--- src/rtl/uart_tx_arbiter.sv ---
// uart_tx_arbiter: shares one UART transmitter between the fetch unit (req0)
// and the bitty core (req1). Each requester owns a one-byte holding slot.
// The grant FSM launches one byte at a time, waits for tx_done (or a watchdog
// timeout), and returns a done pulse to the owning requester.
// Build option: define UART_ARB_RR_EN for round-robin tie breaking; without it
// requester 0 wins every tie (fixed priority).
module uart_tx_arbiter #(
    parameter int unsigned TIMEOUT_CYCLES = 60000
) (
    input  logic       clk,
    input  logic       reset,
    input  logic       req0_start,
    input  logic [7:0] req0_data,
    output logic       req0_busy,
    output logic       req0_done,
    input  logic       req1_start,
    input  logic [7:0] req1_data,
    output logic       req1_busy,
    output logic       req1_done,
    output logic       tx_en,
    output logic [7:0] tx_data,
    input  logic       tx_done,
    output logic       arb_owner,
    output logic       timeout_err
);

    typedef enum logic [1:0] {
        IDLE,
        LAUNCH,
        WAIT_DONE,
        RELEASE
    } state_t;

    localparam logic [15:0] LIMIT = 16'(TIMEOUT_CYCLES - 1);

    state_t      state;
    state_t      state_next;
    logic        slot0_full;
    logic        slot1_full;
    logic [7:0]  slot0_data;
    logic [7:0]  slot1_data;
    logic [15:0] count;
    logic        owner;
    logic [7:0]  tx_data_q;
    logic        timeout_q;
    logic        grant;
    logic        timeout_hit;

    // Pick which full slot to serve next; only meaningful when a slot is full.
    always_comb begin
        grant = 1'b0;
`ifdef UART_ARB_RR_EN
        if (slot0_full && slot1_full) begin
            grant = ~owner;
        end else begin
            grant = slot1_full;
        end
`else
        grant = ~slot0_full;
`endif
    end

    // Next-state logic and the watchdog decision; tx_done wins over timeout.
    always_comb begin
        state_next  = state;
        timeout_hit = 1'b0;
        case (state)
            IDLE: begin
                if (slot0_full || slot1_full) begin
                    state_next = LAUNCH;
                end
            end
            LAUNCH: begin
                state_next = WAIT_DONE;
            end
            WAIT_DONE: begin
                if (tx_done) begin
                    state_next = RELEASE;
                end else if (count == LIMIT) begin
                    timeout_hit = 1'b1;
                    state_next  = RELEASE;
                end
            end
            RELEASE: begin
                state_next = IDLE;
            end
            default: begin
                state_next = IDLE;
            end
        endcase
    end

    // State register, grant registers, watchdog counter and sticky error.
    always_ff @(posedge clk) begin
        if (!reset) begin
            state     <= IDLE;
            owner     <= 1'b0;
            tx_data_q <= 8'd0;
            count     <= 16'd0;
            timeout_q <= 1'b0;
        end else begin
            state <= state_next;
            if (state == IDLE && (slot0_full || slot1_full)) begin
                owner     <= grant;
                tx_data_q <= grant ? slot1_data : slot0_data;
            end
            if (state == LAUNCH) begin
                count <= 16'd0;
            end else if (state == WAIT_DONE) begin
                count <= count + 16'd1;
            end
            if (timeout_hit) begin
                timeout_q <= 1'b1;
            end
        end
    end

    // Holding slots: capture only into an empty slot, free on the owner's release.
    always_ff @(posedge clk) begin
        if (!reset) begin
            slot0_full <= 1'b0;
            slot1_full <= 1'b0;
            slot0_data <= 8'd0;
            slot1_data <= 8'd0;
        end else begin
            if (state == RELEASE && owner == 1'b0) begin
                slot0_full <= 1'b0;
            end else if (req0_start && !slot0_full) begin
                slot0_full <= 1'b1;
                slot0_data <= req0_data;
            end
            if (state == RELEASE && owner == 1'b1) begin
                slot1_full <= 1'b0;
            end else if (req1_start && !slot1_full) begin
                slot1_full <= 1'b1;
                slot1_data <= req1_data;
            end
        end
    end

    // Outputs decode directly from registered state, so none depend on inputs.
    always_comb begin
        tx_en       = (state == LAUNCH);
        tx_data     = tx_data_q;
        arb_owner   = owner;
        timeout_err = timeout_q;
        req0_busy   = slot0_full;
        req1_busy   = slot1_full;
        req0_done   = (state == RELEASE) && (owner == 1'b0);
        req1_done   = (state == RELEASE) && (owner == 1'b1);
    end

endmodule

--- config.mk ---
export PLATFORM = sky130hd
export DESIGN_NAME = uart_tx_arbiter
export DESIGN_NICKNAME = d
export VERILOG_FILES = /design/src/rtl/uart_tx_arbiter.sv
export SDC_FILE = /design/constraint.sdc
export NUM_CORES = 1
export LEC_CHECK = 0
export ABC_AREA = 1
export ABC_CLOCK_PERIOD_IN_PS = 2900
export BUFFER_PORTS_ARGS = -buffer_cell sky130_fd_sc_hd__buf_4
export CAP_MARGIN = 20
export CELL_PAD_IN_SITES_DETAIL_PLACEMENT = 1
export CELL_PAD_IN_SITES_GLOBAL_PLACEMENT = 2
export CORE_UTILIZATION = 33
export CTS_CLUSTER_DIAMETER = 40
export CTS_CLUSTER_SIZE = 16
export DETAILED_ROUTE_END_ITERATION = 12
export GPL_ROUTABILITY_DRIVEN = 0
export HOLD_SLACK_MARGIN = 0.06
export PLACE_DENSITY = 0.8
export SKIP_CTS_REPAIR_TIMING = 1
export SLEW_MARGIN = 20
export SYNTH_ARGS = -nofsm -noshare
export SYNTH_HDL_FRONTEND = slang
export SYNTH_SLANG_ARGS = --single-unit
--- constraint.sdc ---
create_clock -name clk -period 2.9 [get_ports clk]
set_input_delay 0.29 -clock clk [delete_from_list [all_inputs] [get_ports clk]]
set_output_delay 0.29 -clock clk [all_outputs]
set_load 0.02 [all_outputs]
Word-level counts from Yosys, hierarchy flattened
Index checks and enable logic that the tools add are counted.

Word-level logic and storage cells: 44. Output and inout port bits: 15. Register bits after elaboration: 46. Bits of input ports: 21.

Mux-type cells: 8. Reduce and logical (&&, ||, !) cells: 15. Bitwise operators: 5. Equal/unequal tests: 6. Add/sub/neg operators: 1.

Operators by type and width (number): adder 16 x 1 -> 16 bit (second input constant) (1); == test 16 bit (second input constant) (1); two-way mux 8 bit (1); case mux 2 bit (4 select lines) (1); two-way mux 2 bit (3); AND reduction 2 bit (3); OR reduction 2 bit (3); logical AND 1 bit (5); inverter 1 bit (5); == test 2 bit (second input constant) (2); two-way mux 1 bit (3); inequality test 3 bit (second input constant) (1); == test 2 x 1 -> 1 bit (second input constant) (1); logical NOT 1 bit (2); logical NOT 2 bit (1); inequality test 2 x 1 -> 1 bit (second input constant) (1); logical OR 1 bit (1).

Longest topological paths before layout
Gate-level depths: netlist of the first run.

Depth in word-level cells: 4. Gate-level depth with buffers: 10. Depth with buffers taken out: 10.

Worst setup path after synthesis of the first run
Ideal clock, no wire load.

Path type: register to register. Start: register state[0]. End: register count[14]. Arrival: 1316 ps. Buffers on the path: 0. Data required time: 2785 ps. Period minus slack after synthesis: 1431 ps. Path slack: 1469 ps. Cell stages (with the launch flop): 10. Cells stage by stage: dfxtp_1 inv_1 ha_1 inv_2 nor3_4 nand2_2 nor2_4 nand3_1 nand2_1 nor2_1.

Word-level cells in the longest chain between the ends: 2. Elaborated cells on any way between the ends: 3.

RTL lines: start: declaration (RTL line 36) `state_t state;`; start signal: assignment (RTL line 102) `state <= state_next;`; == test 2 x 1 -> 1 bit (RTL line 107) `if (state == LAUNCH) begin`; OR reduction 2 bit (no line); end signal: assignment (RTL line 110) `count <= count + 16'd1;`; end: declaration (RTL line 42) `logic [15:0] count;`.

Several ways; a longest one is shown, not always the timed one. A chain may end at the register's enable or synchronous reset.

Final worst setup path of the first run
Same ends and word-level chain as after synthesis.

==> summary.md, run 1 <==
| Metric | Value |
|---|---|
| Status | completed |
| Lkg Pwr | 1.07 nW |
| Layout cells sized above 1 | 19.3% |
| IO Pins | 36 |
| Rows | 28 |
| Clk_lat worst skew | 0.30 ns |
| Clock skew | 0.00455 ns |
| Layout area overhead | 21.1% |
| Post-synth EDFFs | 0 |
| Inserted Clock Buffers | 5 |
| Setup CP Type | flip-flop to flip-flop |
| Setup tns final | 0 ns |
| H-Tree Depth | 2 |
| DRC Markers | 0 |
| Met1 GRT Util | 20.7% |
| Pin count of the biggest net entering global routing | 28 |
| Top_reg_cell synth | dfxtp_1 |
| Antenna viol nets, final | 0 |
| Number of vias per cell | 4.63 |
| HPWL Detailed | 3880 um |
| All-Layer GR Usage | 17.4% |
| Antenna Cells | 0 |
| Die W | 80.9 um |
| Sequential fraction of the synthesis area | 44.8% |
| Max_slew headroom | 63.8% |
| Hold Crit Class | primary input to flip-flop |
| Pins Over Slew Limit | 0 |
| Post-Layout Cell Count | 396 |
| Int Pwr | 0.00111 W |
| Grt peak-use layer | met2 |
| Met2 GRT Util | 30.3% |
| Post-synth cell types | 23 |
| WP data required | 3.10 ns |
| Setup crit end kind | flip-flop |
| Worst Max-Slew Pin Slew | 0.541 ns |
| Reg clk slew, reported paths | 0.09 ns |
| Worst path buffer plus inverter count | 2 |
| Unrepaired setup endpoints after global routing | no |
| Max-cap violations | 0 |
| Placed Instance Area | 0.00240 sq mm |
| Post-Syn Instances | 282 |
| Core ar. | 0.00596 sq mm |
| Hold Violations, Final | 0 |
| Cell breakdown of the critical path | inv_1 -> ha_1 -> inv_2 -> nor3_4 -> nand2_2 -> nor2_4 -> nand3_1 -> nand2_1 -> nor2_1 |
| Psw | 0.000594 W |
| Starting density of the core | 34.5% |
| Port bufs | 35 |
| Mapped cell area | 0.00206 sq mm |
| Maximum root-to-sink buffer count | 2 |
| Final Cell Area | 0.00249 sq mm |
| Via count | 1833 |
| Crit-path max cell delay | 0.33 ns |
| Tcrit/Tclk final | 56.5% |
| Setup-failing EPs final | 0 |
| Switching part of the total power | 34.9% |
| Placed Cells | 388 |
| Worst VDD drop | 313 uV |
| Comb power frac | 29.4% |
| Nets | 347 |
| Routed wire length | 4990 um |
| First-pass GRT wire length | 8600 um |
| Cell Pwr Density | 684 mW/mm^2 |
| WL per Instance | 12.6 um |
| Most frequent cells in the layout | nor2_1, nand2_1, dfxtp_1 |
| Die Ht | 80.9 um |
| Initial antenna violation count | 0 |
| Fmax | 610 MHz |
| CP max stage cell | dfxtp_1 |
| CP Max Fanout | 6 |
| YS warnings | 0 |
| Clk root buf | clkbuf_8 |
| Clock Power Share | 24.2% |
| Minimum clock period | 1.64 ns |
| Syn_area_per_cell | 7.29 sq um |
| Vias in the first global route | 1776 |
| Met3 track demand over resource | 4.38% |
| Remaining Overflow, GRT | 0 |
| Yosys reg bits | 46 |
| CP Launch Type | flip-flop |
| Post-synthesis net count | 309 |
| Final core occ | 41.8% |
| CP top delay family | simple AND/OR/NAND/NOR gates |
| CTS Sinks | 46 |
| Critical Path AT | 1.84 ns |
| 1st-iter DRT viols | 64 |
| Commonest non-fill, non-tap cell in the layout | nor2_1 |
| Drt first pass iters | 4 |
| Fraction of registers with async set or reset after synthesis | 0% |
| Reg power frac | 46.4% |
| TritonCTS clock tree | yes |
| Die area | 0.00655 sq mm |
## cells in the mapped netlist, types with 4 or more instances
cell type | count | share of area [%]
nand3_1 | 10 | 2.4
a21oi_1 | 14 | 3.4
o21ai_0 | 27 | 6.6
nand2_2 | 4 | 1.2
nor3_1 | 4 | 0.97
dfxtp_1 | 46 | 45
nand2_1 | 50 | 9.1
nor2_1 | 57 | 10
inv_2 | 6 | 1.1
o21ai_1 | 4 | 0.97
ha_1 | 6 | 3.7
a31oi_1 | 8 | 2.4
inv_1 | 26 | 4.7
## power groups by stage
stage	logic [W]	clock network, W	registers (W)
global placement	0.000498	0	0.000805
floorplan	0.000278	0	0.000840
CTS	0.000512	0.000431	0.000792
global route	0.000578	0.000459	0.000804
finish	0.000500	0.000412	0.000791
detailed placement	0.000508	0	0.000804
## area by class of cell
cell class                      instances  area [sq um]
Fill cell                             754          3470
Multi-Input combinational cell        199           992
Sequential cell                        46           921
Timing Repair Buffer                   36           270
Inverter                               32           120
Tap cell                               75          93.8
Clock buffer                            7          86.3
Clock inverter                          1          5.00
## path summary, 6_finish.rpt
check,start,end,slack [ns],cells past startpoint
worst min register to register,timeout_err$_SDFFE_PN0P_,timeout_err$_SDFFE_PN0P_,0.46,2
worst min-delay path,req0_data[0],slot0_data[0]$_SDFFE_PN0P_,0.21,3
worst max-delay path,state[0]$_SDFFE_PN0P_,count[14]$_SDFFE_PP0P_,1.26,9
worst max register to register,state[0]$_SDFFE_PN0P_,count[14]$_SDFFE_PP0P_,1.26,9
## per-stage QoR
step	setup WS (ns)	hold WS [ns]	total power, W
floorplan	1.47	0.425	0.00112
global placement	1.29	0.443	0.00130
detailed placement	1.26	0.450	0.00131
CTS	1.23	0.198	0.00173
global route	1.07	0.201	0.00184
finish	1.26	0.206	0.00170
## metal layers
metal	vias to the layer above	part of all wire, %
li1	983	-
met1	820	47
met2	24	49
met3	6	2.5
met4	0	1.3
met5	-	0
## kinds of logic after synthesis
logic type / share of synthesized area (%)
AO/OA/AOI/OAI: 14.5
buffers and inverters: 6.94
adder cells (fa/ha/maj): 3.65
AND/OR/NAND/NOR: 30.1
flip-flops: 44.8
## flip-flops by register name, indices dropped and copies added, names as in the netlist
signal / flops
arb_owner: 1
slot1_data: 8
tx_data: 8
count: 16
state: 2
req0_busy: 1
slot0_data: 8
req1_busy: 1
timeout_err: 1
## worst register-to-register path, stage by stage (launching register included)
cell     delay (ns)
dfxtp_1        0.33
inv_1          0.12
ha_1           0.30
inv_2          0.11
nor3_4         0.28
nand2_2        0.11
nor2_4         0.12
nand3_1        0.08
nand2_1        0.06
nor2_1         0.03
(Power assumes the default switching activity.)
==> inputs of run 2 (changes only) <==
ABC_CLOCK_PERIOD_IN_PS = 1600   (was 2900)
CORE_UTILIZATION = 31   (was 33)
PLACE_DENSITY = 0.76   (was 0.8)
clock period = 1.6 ns   (was 2.9 ns; I/O delays follow)
==> run 2 against run 1 <==
Register-to-register slack worse by 1.1 ns. Cell count rose by 2.0%. Largest power group unchanged. Critical path depth decreased by 1. Design area is 3.4% higher. Utilization is 1.5 points lower. Largest cell class unchanged. Routed wire length rose by 6.0%. Worst setup slack got worse by 1.1 ns. Sequential power up 83%.
==> summary.md, run 2 (synthesis gave the netlist of run 1 again) <==
| Metric | Value |
|---|---|
| Status | completed |
| Setup-failing EPs final | 0 |
| H-Tree Depth | 2 |
| Core ar. | 0.00639 sq mm |
| Clk_lat worst skew | 0.30 ns |
| Cell Pwr Density | 1280 mW/mm^2 |
| Clk root buf | clkbuf_8 |
| Max reg flops | 16 |
| Hold Violations, Final | 0 |
| Total power | 0.00330 W |
| HPWL Detailed | 3980 um |
| Comb power frac | 29.6% |
| Maximum root-to-sink buffer count | 2 |
| First-pass GRT wire length | 9020 um |
| CP Launch Type | flip-flop |
| Final core occ | 40.3% |
| Critical Path Source | count[0]$_SDFFE_PP0P_ |
| Reg2Reg Launch Point | count[0]$_SDFFE_PP0P_ |
| IO Pins | 36 |
| Reg power frac | 43.8% |
| Starting density of the core | 32.2% |
| Via count | 1867 |
| Worst r2r path cells | 8 |
| Die Ht | 83.4 um |
| Setup CP Type | flip-flop to flip-flop |
| Psw | 0.00112 W |
| Number of vias per cell | 4.62 |
| Worst VDD drop | 478 uV |
| FF/Latch Area | 923 sq um |
| Critical Path Stages | 8 |
| Drt first pass iters | 4 |
| WL per Instance | 13.1 um |
| Clock Power Share | 26.6% |
| CP top delay family | simple AND/OR/NAND/NOR gates |
| Crit path capture | count[14]$_SDFFE_PP0P_ |
| Fmax | 682 MHz |
| Tcrit/Tclk final | 91.7% |
| Placed Instance Area | 0.00244 sq mm |
| Antenna viol nets, final | 0 |
| Nets | 353 |
| Die W | 83.4 um |
| Layout area overhead | 25.1% |
| Die area | 0.00696 sq mm |
| Pin count of the biggest net entering global routing | 28 |
| Int Pwr | 0.00218 W |
| Final Cell Area | 0.00257 sq mm |
| Switching part of the total power | 34.0% |
| Vias in the first global route | 1896 |
| CP Max Fanout | 4 |
| CP max stage cell | dfxtp_2 |
| Inserted Clock Buffers | 5 |
| Remaining Overflow, GRT | 0 |
| Worst Max-Slew Pin Slew | 0.446 ns |
| Critical Path AT | 1.66 ns |
| Lkg Pwr | 1.11 nW |
| Unrepaired setup endpoints after global routing | no |
| Clock skew | 0.00873 ns |
| Most frequent cells in the layout | nor2_1, nand2_1, dfxtp_1 |
| CTS Sinks | 46 |
| Reg clk slew, reported paths | 0.09 ns |
| Minimum clock period | 1.47 ns |
| DRC Markers | 0 |
| Max-cap violations | 0 |
| Rows | 29 |
| All-Layer GR Usage | 16.1% |
| Setup crit end kind | flip-flop |
| Initial antenna violation count | 0 |
| Commonest non-fill, non-tap cell in the layout | nor2_1 |
| TritonCTS clock tree | yes |
| Max_slew headroom | 70.2% |
| Critical R2R Capture | count[14]$_SDFFE_PP0P_ |
| Crit-path max cell delay | 0.38 ns |
| Routed wire length | 5290 um |
| Reg with most FFs | count |
| Antenna Cells | 0 |
| Worst path buffer plus inverter count | 2 |
| Pins Over Slew Limit | 0 |
| Flop2flop setup slack | 0.13 ns |
| WP data required | 1.79 ns |
| Cell breakdown of the critical path | ha_1 -> inv_1 -> nor3_2 -> inv_2 -> nor2_4 -> nand3_1 -> nand2_1 -> nor2_1 |
| Port bufs | 35 |
| Hold Crit Class | primary input to flip-flop |
| 1st-iter DRT viols | 33 |
| Fill count | 828 |
| Multi-input gate area | 0.00101 sq mm |
| Layout cells sized above 1 | 22.3% |
-- run 2: cell count changes in the layout (fill, tap and decap cells not counted) --
cell,change
inv_1,-1
clkbuf_8,-1
bufinv_16,+1
dfxtp_1,-2
clkinvlp_4,+1
inv_2,+1
nor2_2,+1
clkinv_2,-1
buf_4,+6
ha_1,-1
nor2_1,-1
dfxtp_2,+2
ha_4,+1
-- run 2: final cells by class --
cell class                 instances  share of cell area, %
clock inverter                     2                   1.46
tap                               77                   3.75
clock buffer                       6                   2.82
multi-input combinational        199                   39.2
timing repair buffer              42                   12.3
sequential                        46                   35.9
inverter                          32                   4.67
-- run 2: power groups by stage --
| stage | Sequential, W | Combinational, W | Clock [W] |
|---|---|---|---|
| finish | 0.00145 | 0.000978 | 0.000877 |
| global route | 0.00147 | 0.00110 | 0.000959 |
| CTS | 0.00144 | 0.000979 | 0.000909 |
| detailed placement | 0.00146 | 0.000965 | 0 |
| global placement | 0.00147 | 0.000949 | 0 |
| floorplan | 0.00152 | 0.000504 | 0 |
-- run 2: worst min-delay path by stage --
stage / startpoint / to / cells past startpoint
after floorplan: req0_data[0] / slot0_data[0]$_SDFFE_PN0P_ / 2
after global placement: req0_data[0] / slot0_data[0]$_SDFFE_PN0P_ / 3
after detailed placement: req0_data[0] / slot0_data[0]$_SDFFE_PN0P_ / 3
after CTS: req0_data[0] / slot0_data[0]$_SDFFE_PN0P_ / 3
after global routing: req0_data[6] / slot0_data[6]$_SDFFE_PN0P_ / 3
final: req0_data[0] / slot0_data[0]$_SDFFE_PN0P_ / 3
-- run 2: metrics by stage --
step	setup slack (ns)	cells	TNS (ns)	hold slack (ns)
2_1_floorplan	0.169	282	0	0.295
4_1_cts	-0.0385	404	-0.0553	0.0723
3_3_place_gp	0.0462	396	0	0.384
3_5_place_dp	-0.00193	396	-0.00193	0.392
5_1_grt	0.00748	404	0	0.0842
6_report	0.133	404	0	0.0837
-- run 2: worst reg2reg max path, cell delays in order, from the launching register on --
cell     delay [ns]
dfxtp_2        0.38
ha_1           0.20
inv_1          0.06
nor3_2         0.34
inv_2          0.08
nor2_4         0.14
nand3_1        0.08
nand2_1        0.06
nor2_1         0.03
-- run 2: per-layer routing --
layer | global-route usage, % | vias up | wire length [um]
met2 | 29.7 | 25 | 2760
met3 | 3.58 | 4 | 164
met5 | 0 | - | 0
met1 | 19.1 | 844 | 2330
li1 | - | 994 | -
met4 | 3.24 | 0 | 40
==> inputs of run 3 (changes only) <==
CORE_MARGIN = 1.5   (was unset)
CORE_UTILIZATION = 25   (was 31)
MAX_ROUTING_LAYER = met4   (was unset)
PLACE_DENSITY = 0.63   (was 0.76)
==> run 3 against run 2 <==
Critical path depth decreased by 3. Cell count increased by 6.9%. Largest cell class unchanged. Count of clock-buffer cells in the layout decreased by 1. Die area increased by 26%. Design area increased by 1.7%. Register-to-register slack improved by 0.03 ns. Largest power group unchanged. Sequential share of layout area decreased by 0.65 points.
==> summary.md, run 3 (synthesis gave the netlist of run 1 again) <==
| Metric | Value |
|---|---|
| Die W | 93.7 um |
| Die Ht | 93.7 um |
| Worst Hold Launch | req0_data[3] |
| Lkg Pwr | 1.13 nW |
| Hold Crit Class | primary input to flip-flop |
| CTS Sinks | 46 |
| Critical R2R Capture | tx_data[7]$_SDFFE_PN0P_ |
| Routed wire length on met2 | 2890 um |
| Hold Violations, Final | 0 |
| Pins Over Slew Limit | 0 |
| Max-cap violations | 0 |
| CP Launch Type | flip-flop |
| Via count | 1901 |
| All-Layer GR Usage | 14.0% |
| IO Pins | 36 |
| Starting density of the core | 26.2% |
| Initial antenna violation count | 0 |
| Number of vias per cell | 4.40 |
| WL met3 | 158 um |
| Psw | 0.00115 W |
| Worst r2r path cells | 7 |
| 1st-iter DRT viols | 38 |
| Final core occ | 33.3% |
| Top Layer Used | met4 |
| Unrepaired setup endpoints after global routing | no |
| Setup ws final | 0.120 ns |
| Fmax | 676 MHz |
| Crit-path max cell delay | 0.38 ns |
| Reg clk slew, reported paths | 0.10 ns |
| Worst VDD drop | 589 uV |
| Antenna viol nets, final | 0 |
| Met1 Routed Length | 2510 um |
| Minimum clock period | 1.48 ns |
| Total power | 0.00318 W |
| Layout area overhead | 27.3% |
| Post-Layout Cell Count | 432 |
| Clock Power Share | 23.3% |
| Placed Cells | 424 |
| Max reg flops | 16 |
| Cell breakdown of the critical path | ha_1 -> inv_1 -> nor2_2 -> buf_4 -> buf_4 |
| Status | completed |
| Int Pwr | 0.00203 W |
| Core ar. | 0.00785 sq mm |
| DRC Markers | 0 |
| Place WS | 0.0595 ns |
| Reg power frac | 45.2% |
| Antenna Cells | 0 |
| Rows | 32 |
| Routed wire length | 5620 um |
| Tcrit/Tclk final | 92.5% |
| Die area | 0.00878 sq mm |
| WL per Instance | 13.0 um |
| Maximum root-to-sink buffer count | 2 |
| Reg with most FFs | count |
| Setup-failing EPs final | 0 |
| Clk_lat worst skew | 0.30 ns |
| Critical Path AT | 1.32 ns |
| Clock skew | 0.00802 ns |
| Pin count of the biggest net entering global routing | 27 |
| Hold Path Depth | 3 |
| WHS Endpoint | slot0_data[3]$_SDFFE_PN0P_ |
| Comb power frac | 31.5% |
| Cell Pwr Density | 1220 mW/mm^2 |
| Setup crit end kind | output port |
| Setup CP Type | flip-flop to output port |
| WP data required | 1.44 ns |
| Inserted Clock Buffers | 5 |
| CP Max Fanout | 4 |
| Commonest non-fill, non-tap cell in the layout | nor2_1 |
| Most frequent cells in the layout | nor2_1, nand2_1, dfxtp_1, buf_4, o21ai_0 |
| TritonCTS clock tree | yes |
| Layout cells sized above 1 | 23.0% |
| Port bufs | 35 |
| HPWL Detailed | 4300 um |
| Max_slew headroom | 80.8% |
| Switching part of the total power | 36.2% |
| Drt first pass iters | 4 |
| Remaining Overflow, GRT | 0 |
| Flop2flop setup slack | 0.16 ns |
| Nets | 356 |
| Clk root buf | clkbuf_8 |
| CP max stage cell | dfxtp_2 |
| Worst Max-Slew Pin Slew | 0.287 ns |
| First-pass GRT wire length | 9080 um |
| Most used cell along the critical path | buf_4 |
| H-Tree Depth | 2 |
| Reg2Reg Launch Point | state[0]$_SDFFE_PN0P_ |
| Setup tns final | 0 ns |
| Vias in the first global route | 1878 |
run 3: cell types whose count changed in the layout (fill, tap and decap cells not counted), sizes merged:
cell / previous run / this run
clkinv: 0 / 2
bufinv: 1 / 0
buf: 42 / 45
clkbuf: 6 / 5
run 3: worst max-delay path by stage:
stage	depth (start not counted)	endpoint	slack, ns	start
3_3_place_gp	9	count[14]$_SDFFE_PP0P_	0.1	state[0]$_SDFFE_PN0P_
6_report	5	req0_done	0.12	state[1]$_SDFFE_PN0P_
2_1_floorplan	9	count[14]$_SDFFE_PP0P_	0.17	state[0]$_SDFFE_PN0P_
4_1_cts	5	req0_done	0.01	state[1]$_SDFFE_PN0P_
5_1_grt	7	tx_data[7]$_SDFFE_PN0P_	0.004	state[0]$_SDFFE_PN0P_
3_5_place_dp	9	count[14]$_SDFFE_PP0P_	0.06	state[0]$_SDFFE_PN0P_
run 3: critical path: cells and delay by family, from the launching register on:
kind	cells	cell delay, ns
buf+inv	3	0.33
flops	1	0.38
simple gates	1	0.13
fa+ha+maj	1	0.19
run 3: area by class of cell:
type / instances / area (sq um)
clock inverters: 3 / 21.3
well taps: 102 / 128
flip-flops and latches: 46 / 922
multi-input cells: 199 / 1020
repair buffers: 45 / 338
clock buffers: 5 / 68.8
inverters: 32 / 120
fillers: 1013 / 5230
run 3: layer usage:
| layer | track usage [%] | vias to the layer above |
|---|---|---|
| met3 | 2.43 | 5 |
| met1 | 15.9 | 870 |
| met4 | 4.10 | 0 |
| li1 | - | 1001 |
| met2 | 25.0 | 25 |
| met5 | - | - |
run 3: through the flow:
step / cell area, sq um / hold slack (ns)
3_5_place_dp: 2500 / 0.394
2_1_floorplan: 2060 / 0.295
6_report: 2620 / 0.0705
5_1_grt: 2620 / 0.0645
3_3_place_gp: 2500 / 0.381
4_1_cts: 2590 / 0.0658
run 3: power by group through the flow:
stage | Clock [W] | Combinational [W] | Sequential [W]
detailed placement | 0 | 0.000997 | 0.00146
global route | 0.000837 | 0.00113 | 0.00146
finish | 0.000741 | 0.00100 | 0.00144
global placement | 0 | 0.000984 | 0.00146
floorplan | 0 | 0.000504 | 0.00152
CTS | 0.000784 | 0.00100 | 0.00143
